===== config.mk =====
export PLATFORM = sky130hd
export DESIGN_NAME = decode_stage
export DESIGN_NICKNAME = d
export VERILOG_FILES = /design/src/rtl/decode_stage_pkg.sv /design/src/rtl/decode_stage_reg_file.sv /design/src/rtl/decode_stage.sv
export SDC_FILE = /design/constraint.sdc
export NUM_CORES = 2
export LEC_CHECK = 0
export CAP_MARGIN = 15
export CORE_ASPECT_RATIO = 0.75
export CORE_MARGIN = 5
export CORE_UTILIZATION = 45
export CTS_CLUSTER_DIAMETER = 30
export DETAILED_ROUTE_END_ITERATION = 7
export PLACE_DENSITY = 0.7
export RECOVER_POWER = 50
export SLEW_MARGIN = 20
export SYNTH_ARGS = -nofsm -noshare
export SYNTH_HDL_FRONTEND = slang
export SYNTH_HIERARCHICAL = 1
export SYNTH_SLANG_ARGS = --single-unit

===== constraint.sdc =====
create_clock -name clk -period 10.98 [get_ports clk]
set_input_delay 2.196 -clock clk [delete_from_list [all_inputs] [get_ports clk]]
set_output_delay 2.196 -clock clk [all_outputs]
set_load 0.02 [all_outputs]

===== src/rtl/decode_stage_pkg.sv =====
// Shared ISA definitions for the ID stage: opcodes, PC-select codes,
// inter-stage bundles and immediate helpers.
package decode_stage_pkg;

    localparam int N        = 32;
    localparam int REGS     = 16;
    localparam int LINK_REG = 14;

    localparam int OP_MSB   = 31;
    localparam int OP_LSB   = 26;
    localparam int RD_MSB   = 25;
    localparam int RD_LSB   = 22;
    localparam int RS1_MSB  = 21;
    localparam int RS1_LSB  = 18;
    localparam int RS2_MSB  = 17;
    localparam int RS2_LSB  = 14;
    localparam int IMM_MSB  = 13;

    localparam logic [5:0] OP_R0   = 6'd0;
    localparam logic [5:0] OP_R3   = 6'd3;
    localparam logic [5:0] OP_ADDI = 6'd5;
    localparam logic [5:0] OP_LW   = 6'd6;
    localparam logic [5:0] OP_SW   = 6'd7;
    localparam logic [5:0] OP_LDW  = 6'd8;
    localparam logic [5:0] OP_SDW  = 6'd9;
    localparam logic [5:0] OP_BZ   = 6'd10;
    localparam logic [5:0] OP_BGZ  = 6'd11;
    localparam logic [5:0] OP_BLZ  = 6'd12;
    localparam logic [5:0] OP_JR   = 6'd13;
    localparam logic [5:0] OP_J    = 6'd14;
    localparam logic [5:0] OP_CLL  = 6'd15;

    localparam logic [1:0] PC_SRC_SEQ = 2'd0;
    localparam logic [1:0] PC_SRC_BR  = 2'd1;
    localparam logic [1:0] PC_SRC_JR  = 2'd2;
    localparam logic [1:0] PC_SRC_JMP = 2'd3;

    typedef struct packed {
        logic [N-1:0] inst;
        logic [N-1:0] pc;
        logic         add_rd;
        logic         add_imm;
    } if_id_t;

    typedef struct packed {
        logic         valid;
        logic [5:0]   op;
        logic [3:0]   rd;
        logic [N-1:0] a;
        logic [N-1:0] b;
        logic [N-1:0] imm;
        logic         wen;
    } id_ex_t;

    function automatic logic [N-1:0] sext14(input logic [13:0] v);
        return {{(N-14){v[13]}}, v};
    endfunction

    function automatic logic [N-1:0] sext26(input logic [25:0] v);
        return {{(N-26){v[25]}}, v};
    endfunction

endpackage


===== src/rtl/decode_stage_reg_file.sv =====
// 16x32 register file: one write port, three combinational read ports,
// write-first bypass, asynchronous active-low clear.
module decode_stage_reg_file
    import decode_stage_pkg::*;
(
    input  logic         clk,
    input  logic         clear,
    input  logic         we,
    input  logic [3:0]   wa,
    input  logic [N-1:0] wd,
    input  logic [3:0]   ra0,
    input  logic [3:0]   ra1,
    input  logic [3:0]   ra2,
    output logic [N-1:0] rd0,
    output logic [N-1:0] rd1,
    output logic [N-1:0] rd2
);

    logic [N-1:0] mem [REGS];
    logic         byp;

    always_ff @(posedge clk or negedge clear) begin
        if (!clear) begin
            for (int i = 0; i < REGS; i++) begin
                mem[i] <= '0;
            end
        end else if (we) begin
            mem[wa] <= wd;
        end
    end

    // A write held off by clear must not leak through the bypass either.
    assign byp = we & clear;

    assign rd0 = (byp && wa == ra0) ? wd : mem[ra0];
    assign rd1 = (byp && wa == ra1) ? wd : mem[ra1];
    assign rd2 = (byp && wa == ra2) ? wd : mem[ra2];

endmodule


===== src/rtl/decode_stage.sv =====
// ID stage: IF/ID register, forwarded register reads, load-use stall,
// branch/jump resolution toward IF and the registered ID/EX bundle.
module decode_stage
    import decode_stage_pkg::*;
(
    input  logic         clk,
    input  logic         clear,
    input  logic [N-1:0] inst_in,
    input  logic [N-1:0] pc_in,
    input  logic         add_rd_in,
    input  logic         add_imm_in,
    input  logic         wb_en,
    input  logic [3:0]   wb_rd,
    input  logic [N-1:0] wb_data,
    input  logic         ex_wen,
    input  logic         ex_is_load,
    input  logic [3:0]   ex_rd,
    input  logic [N-1:0] ex_result,
    input  logic         mem_wen,
    input  logic [3:0]   mem_rd,
    input  logic [N-1:0] mem_result,
    output logic         stall,
    output logic         kill,
    output logic         call,
    output logic [1:0]   pc_src,
    output logic [N-1:0] branch,
    output logic [N-1:0] jr,
    output logic [N-1:0] jump,
    output logic         idex_valid,
    output logic [5:0]   idex_op,
    output logic [3:0]   idex_rd,
    output logic [N-1:0] idex_a,
    output logic [N-1:0] idex_b,
    output logic [N-1:0] idex_imm,
    output logic         idex_wen
);

    if_id_t ifid;
    id_ex_t idex_d;
    id_ex_t idex_q;

    logic [5:0]   op;
    logic [3:0]   rd_eff;
    logic [3:0]   rs1;
    logic [3:0]   rs2;
    logic [N-1:0] imm_sx;
    logic [N-1:0] imm_eff;
    logic [N-1:0] rf_a;
    logic [N-1:0] rf_b;
    logic [N-1:0] rf_d;
    logic [N-1:0] a_val;
    logic [N-1:0] s2_val;
    logic [N-1:0] d_val;
    logic         is_nop;
    logic         use1;
    logic         use2;
    logic         use_rd;
    logic         writes;
    logic         is_store;
    logic         is_br;
    logic         is_jr;
    logic         is_jmp;
    logic         is_cll;
    logic         taken;

    always_ff @(posedge clk or negedge clear) begin
        if (!clear) begin
            ifid <= '0;
        end else if (!stall) begin
            ifid.inst    <= inst_in;
            ifid.pc      <= pc_in;
            ifid.add_rd  <= add_rd_in;
            ifid.add_imm <= add_imm_in;
        end
    end

    assign op      = ifid.inst[OP_MSB:OP_LSB];
    assign rs1     = ifid.inst[RS1_MSB:RS1_LSB];
    assign rs2     = ifid.inst[RS2_MSB:RS2_LSB];
    assign rd_eff  = ifid.inst[RD_MSB:RD_LSB] + {3'b0, ifid.add_rd};
    assign imm_sx  = sext14(ifid.inst[IMM_MSB:0]);
    assign imm_eff = imm_sx + {{(N-1){1'b0}}, ifid.add_imm};
    assign is_nop  = (ifid.inst == '0);

    always_comb begin
        use1     = 1'b0;
        use2     = 1'b0;
        use_rd   = 1'b0;
        writes   = 1'b0;
        is_store = 1'b0;
        is_br    = 1'b0;
        is_jr    = 1'b0;
        is_jmp   = 1'b0;
        is_cll   = 1'b0;
        if (!is_nop) begin
            unique case (1'b1)
                (op >= OP_R0 && op <= OP_R3): begin
                    use1   = 1'b1;
                    use2   = 1'b1;
                    writes = 1'b1;
                end
                (op == OP_ADDI || op == OP_LW || op == OP_LDW): begin
                    use1   = 1'b1;
                    writes = 1'b1;
                end
                (op == OP_SW || op == OP_SDW): begin
                    use1     = 1'b1;
                    use_rd   = 1'b1;
                    is_store = 1'b1;
                end
                (op >= OP_BZ && op <= OP_BLZ): begin
                    use1  = 1'b1;
                    is_br = 1'b1;
                end
                (op == OP_JR): begin
                    use1  = 1'b1;
                    is_jr = 1'b1;
                end
                (op == OP_J): is_jmp = 1'b1;
                (op == OP_CLL): begin
                    is_cll = 1'b1;
                    writes = 1'b1;
                end
                default: ;
            endcase
        end
    end

    decode_stage_reg_file u_rf (
        .clk   (clk),
        .clear (clear),
        .we    (wb_en),
        .wa    (wb_rd),
        .wd    (wb_data),
        .ra0   (rs1),
        .ra1   (rs2),
        .ra2   (rd_eff),
        .rd0   (rf_a),
        .rd1   (rf_b),
        .rd2   (rf_d)
    );

    assign a_val  = (ex_wen && ex_rd == rs1) ? ex_result :
                    (mem_wen && mem_rd == rs1) ? mem_result : rf_a;
    assign s2_val = (ex_wen && ex_rd == rs2) ? ex_result :
                    (mem_wen && mem_rd == rs2) ? mem_result : rf_b;
    assign d_val  = (ex_wen && ex_rd == rd_eff) ? ex_result :
                    (mem_wen && mem_rd == rd_eff) ? mem_result : rf_d;

    // A load in EX has no data yet; hold ID until it reaches MEM.
    assign stall = ex_wen & ex_is_load &
                   ((use1 & (ex_rd == rs1)) |
                    (use2 & (ex_rd == rs2)) |
                    (use_rd & (ex_rd == rd_eff)));

    always_comb begin
        taken = 1'b0;
        unique case (op)
            OP_BZ:   taken = (a_val == '0);
            OP_BGZ:  taken = !a_val[N-1] && (a_val != '0);
            OP_BLZ:  taken = a_val[N-1];
            default: taken = 1'b0;
        endcase
    end

    always_comb begin
        pc_src = PC_SRC_SEQ;
        if (!stall) begin
            unique case (1'b1)
                (is_br && taken):   pc_src = PC_SRC_BR;
                is_jr:              pc_src = PC_SRC_JR;
                (is_jmp || is_cll): pc_src = PC_SRC_JMP;
                default:            pc_src = PC_SRC_SEQ;
            endcase
        end
    end

    assign kill   = (pc_src != PC_SRC_SEQ);
    assign call   = is_cll & ~stall;
    assign branch = ifid.pc + imm_sx;
    assign jump   = ifid.pc + sext26(ifid.inst[RD_MSB:0]);
    assign jr     = a_val;

    always_comb begin
        idex_d = '0;
        if (!stall && !is_nop) begin
            idex_d.valid = 1'b1;
            idex_d.op    = op;
            idex_d.rd    = is_cll ? 4'(LINK_REG) : rd_eff;
            idex_d.a     = is_cll ? ifid.pc + 1 : a_val;
            idex_d.b     = is_store ? d_val : s2_val;
            idex_d.imm   = imm_eff;
            idex_d.wen   = writes;
        end
    end

    always_ff @(posedge clk or negedge clear) begin
        if (!clear) begin
            idex_q <= '0;
        end else begin
            idex_q <= idex_d;
        end
    end

    assign idex_valid = idex_q.valid;
    assign idex_op    = idex_q.op;
    assign idex_rd    = idex_q.rd;
    assign idex_a     = idex_q.a;
    assign idex_b     = idex_q.b;
    assign idex_imm   = idex_q.imm;
    assign idex_wen   = idex_q.wen;

endmodule

==> flow_summary.rst <==
.. list-table::
   :header-rows: 1

   * - Metric
     - Value
   * - Post-synth top flop
     - dfrtp_1
   * - Final period demand of the worst path
     - approximately 11 ns
   * - Hold violation total from the final report
     - 0
   * - Wire length per cell
     - around 32 um
   * - Total power per unit cell area
     - just over 200 nW/um^2
   * - Count of hold-fix buffers inserted at cts
     - 0
   * - Clock tree from TritonCTS
     - built
   * - Final HPWL from detailed placement
     - around 100000 um
   * - Area of combinational cells with multiple inputs
     - 24600 um^2
   * - Data arrival, critical path
     - 8.31 ns
   * - Violations in the final reports
     - max-capacitance violations, max-slew violations
   * - Maxcap violations
     - 13
   * - Max stage delay on crit path
     - around 0.92 ns
   * - Most frequent standard cell in the layout excluding fill and tap cells
     - mux2_2
   * - Layout overhead on the synthesized area
     - 21.2%
   * - Pre-Repair DR Iteration Count
     - 6
   * - Proportion of synthesized flip-flops having asynchronous set or reset
     - 100%
   * - Detailed-route wire length
     - 158000 um
   * - Combinational share of power
     - between 20 and 30%
   * - Buffers inserted by post-CTS timing repair
     - 0
   * - Total power
     - 10.6 mW
   * - Most frequent cells in the layout
     - 731 x mux2_2, 665 x dfrtp_1, 387 x mux4_2
   * - H-Tree Depth
     - 4
   * - Remaining Overflow, GRT
     - 0
   * - Slew headroom
     - -158%
   * - Starting density of the core
     - between 40% and 50%
   * - Series of cell instances along the critical path
     - dlygate4sd3_1, xor2_1, nor2_1, nand4_1, mux2_2, nor4_1, nand3_1, nor4_1, o21ai_0, a2111oi_0, and4_1, mux2_2, o211ai_1, clkdlybuf4s50_1
   * - Gates resized, CTS repair
     - 0
   * - Clock skew after layout
     - about 0.033 ns
   * - 1st-iter DRT viols
     - 4368
   * - Maximum clock frequency
     - between 90 and 100 MHz
   * - Crit start category
     - input pin
   * - Synthesized netlist net count
     - roughly 3600
   * - Core footprint
     - about 95000 um^2
   * - Pin count of the biggest net entering global routing
     - 157
   * - Register area
     - between 15000 and 20000 um^2
   * - Crit-path slowest cell
     - nand4_1
   * - Cell variety after synth
     - 73
   * - DR vias/cell
     - roughly 6.7
   * - Routed vias
     - ~33000
   * - Crit Reg-Reg Startpoint
     - ifid[52]
   * - Width of the die
     - about 370 um
   * - First element of the critical path
     - wb_rd[1]
   * - Proportion of synthesized chip area in sequential cells
     - roughly two fifths
   * - Avg Cell Area, Syn
     - 12.9 um^2
   * - Combined global-route utilization of all metal layers
     - between 30% and 40%
   * - Slew at the pin with the worst max-slew slack
     - between 3 and 4 ns
   * - Total net switching power
     - around 3.3 mW
   * - Data required time at the worst endpoint
     - about 9 ns
   * - Yosys warning count
     - 6
   * - Total setup violations reported at the end of the flow
     - 0
   * - Count of cells along the worst register-to-register path
     - 10
   * - Power Internal
     - ~7.3 mW
   * - Endpoint of the worst-slack reg-to-reg timing path
     - idex_a[25]
   * - Unrepaired setup endpoints after global routing
     - no
   * - Register-to-register setup slack
     - 5.73 ns
   * - Portion of total power attributed to sequential cells
     - 33.0%
   * - Clock-pin slew on the worst setup and hold paths
     - around 0.050 ns
   * - Global-route wire length before repair
     - around 230000 um
   * - Final TNS setup
     - 0 ns
   * - CP endpoint kind
     - output pin
   * - Number of antenna violations at the first check in global routing
     - 25
   * - Cell row count
     - 98
   * - Filler cell count
     - 7751
   * - Setup CP Type
     - in -> out
   * - Number of buffers added on ports
     - around 390
   * - #FFs+latches synth
     - between 600 and 700
   * - Clock buffers created by TritonCTS
     - 132
   * - Final weighted congestion in routability-driven placement
     - between 0.9 and 1
   * - Critical path destination
     - kill
   * - Number of nets in the final layout
     - approximately 3800
   * - Vias in the first global route
     - 33000
   * - Full die area
     - 102000 um^2
   * - Max clock buf depth
     - 3
   * - Post-DRT Antenna Nets
     - 0
   * - I/O pin total
     - 389
   * - Fraction of the cycle the final worst path needs
     - ~96%
   * - Die Height
     - about 280 um
   * - Number of synthesized flops with an enable pin
     - 0
   * - Standby leakage power
     - 21.1 nW
   * - Clock latency of the later-clocked register in the worst-skew pair
     - around 0.74 ns
   * - Class of the tightest hold or removal check
     - reg -> reg
   * - Clock power share
     - about 38%
   * - Clock sink count
     - approximately 670
   * - Share of total power consumed by net switching
     - 30.8%
   * - Combined area of all synthesized cells
     - 42900 um^2
   * - Maximum fanout count along the critical path
     - 12
   * - Peak ir drop on the vdd network
     - roughly 0.16 mV
   * - Clock root buffer
     - clkbuf_16
   * - Fraction of layout instances using a drive strength above 1
     - about two fifths
   * - DRC errors left
     - 0
   * - Status
     - finished, violations left
   * - Count of pins over their slew limit
     - 535
   * - Number of instances in the synthesized netlist
     - about 3300
## critical path, delay by kind of cell
| kind | cells | cell delay [ns] |
|---|---|---|
| AO/OA/AOI/OAI | 3 | 0.82 |
| XOR/XNOR | 1 | 0.23 |
| buffers and inverters | 2 | 1.42 |
| multiplexers | 2 | 1.02 |
| AND/OR/NAND/NOR | 6 | 2.62 |
## power by group through the flow
stage | registers [mW] | logic (mW) | clock network [mW]
after floorplan | 3.43 | 1.97 | 0
after global routing | 3.56 | 3.23 | 4.18
after global placement | 3.46 | 2.99 | 0
after CTS | 3.47 | 3.05 | 4.04
final | 3.49 | 3.08 | 4.00
after detailed placement | 3.50 | 3.03 | 0
## cell type report
class	instances	area share (%)
multi-input combinational	2277	47.3
tap	1250	3.01
sequential	669	32.2
clock inverter	51	1.06
antenna	19	0.0914
timing repair buffer	467	8.64
inverter	32	0.231
clock buffer	184	7.44
## sequential cells by signal, summed over array words and instances (netlist names)
| register | cells |
|---|---|
| u_rf/mem | 512 |
| idex_op | 6 |
| idex_rd | 4 |
| idex_valid | 1 |
| ifid | 66 |
| idex_a | 32 |
| idex_imm | 15 |
| idex_b | 32 |
| idex_wen | 1 |
## logic make-up after synthesis
kind of cell | Yosys count | synth area share [%]
AND/OR/NAND/NOR | 533 | 5.68
flip-flops | 669 | 39.0
AO/OA/AOI/OAI | 444 | 7.44
buffers and inverters | 381 | 4.03
XOR/XNOR | 120 | 2.52
multiplexers | 1126 | 39.7
adder cells (fa/ha/maj) | 54 | 1.59
## routing by layer
metal | up-vias | global-route usage (%) | wire length, um
li1 | 13400 | - | -
met1 | 17100 | 40.7 | 60300
met2 | 2297 | 44.4 | 68300
met3 | 539 | 11.1 | 21500
met4 | 4 | 14.2 | 7760
met5 | - | 0 | 26
## metrics by stage
| stage | setup WS [ns] | hold WS, ns | std cells | cell area, um^2 | utilization [%] |
|---|---|---|---|---|---|
| 4_1_cts | 0.865 | 0.488 | 4930 | 52100 | 54.9 |
| 6_report | 0.473 | 0.503 | 4949 | 52000 | 54.8 |
| 5_1_grt | 0.461 | 0.483 | 4940 | 52000 | 54.8 |
| 3_3_place_gp | 1.14 | 0.474 | 4693 | 47600 | 50.2 |
| 3_5_place_dp | 0.980 | 0.484 | 4695 | 47600 | 50.2 |
| 2_1_floorplan | 3.74 | 0.465 | 3327 | 42900 | - |
## worst min-delay path by stage
stage	slack (ns)	depth (start not counted)	endpoint	start
after floorplan	0.47	1	idex_op[5]	ifid[65]
after global placement	0.47	0	idex_op[4]	ifid[64]
after detailed placement	0.48	0	idex_op[4]	ifid[64]
after CTS	0.49	0	idex_op[4]	ifid[64]
after global routing	0.48	0	idex_op[4]	ifid[64]
final	0.50	0	idex_op[4]	ifid[64]
## synthesized netlist by cell type, drive strengths merged, types with 33 or more instances
cell type	number	share of area [%]
nor2	166	1.5
nand3	36	0.45
mux2	737	19
dfrtp	669	39
o21ai	33	0.38
mux4	387	20
a22oi	188	3.3
ha	53	1.5
clkbuf	140	1.2
a21oi	64	0.75
xor2	50	1.0
nand2	197	1.7
xnor2	68	1.4
buf	209	2.5
No activity file was read; power rests on OpenSTA's default activity.
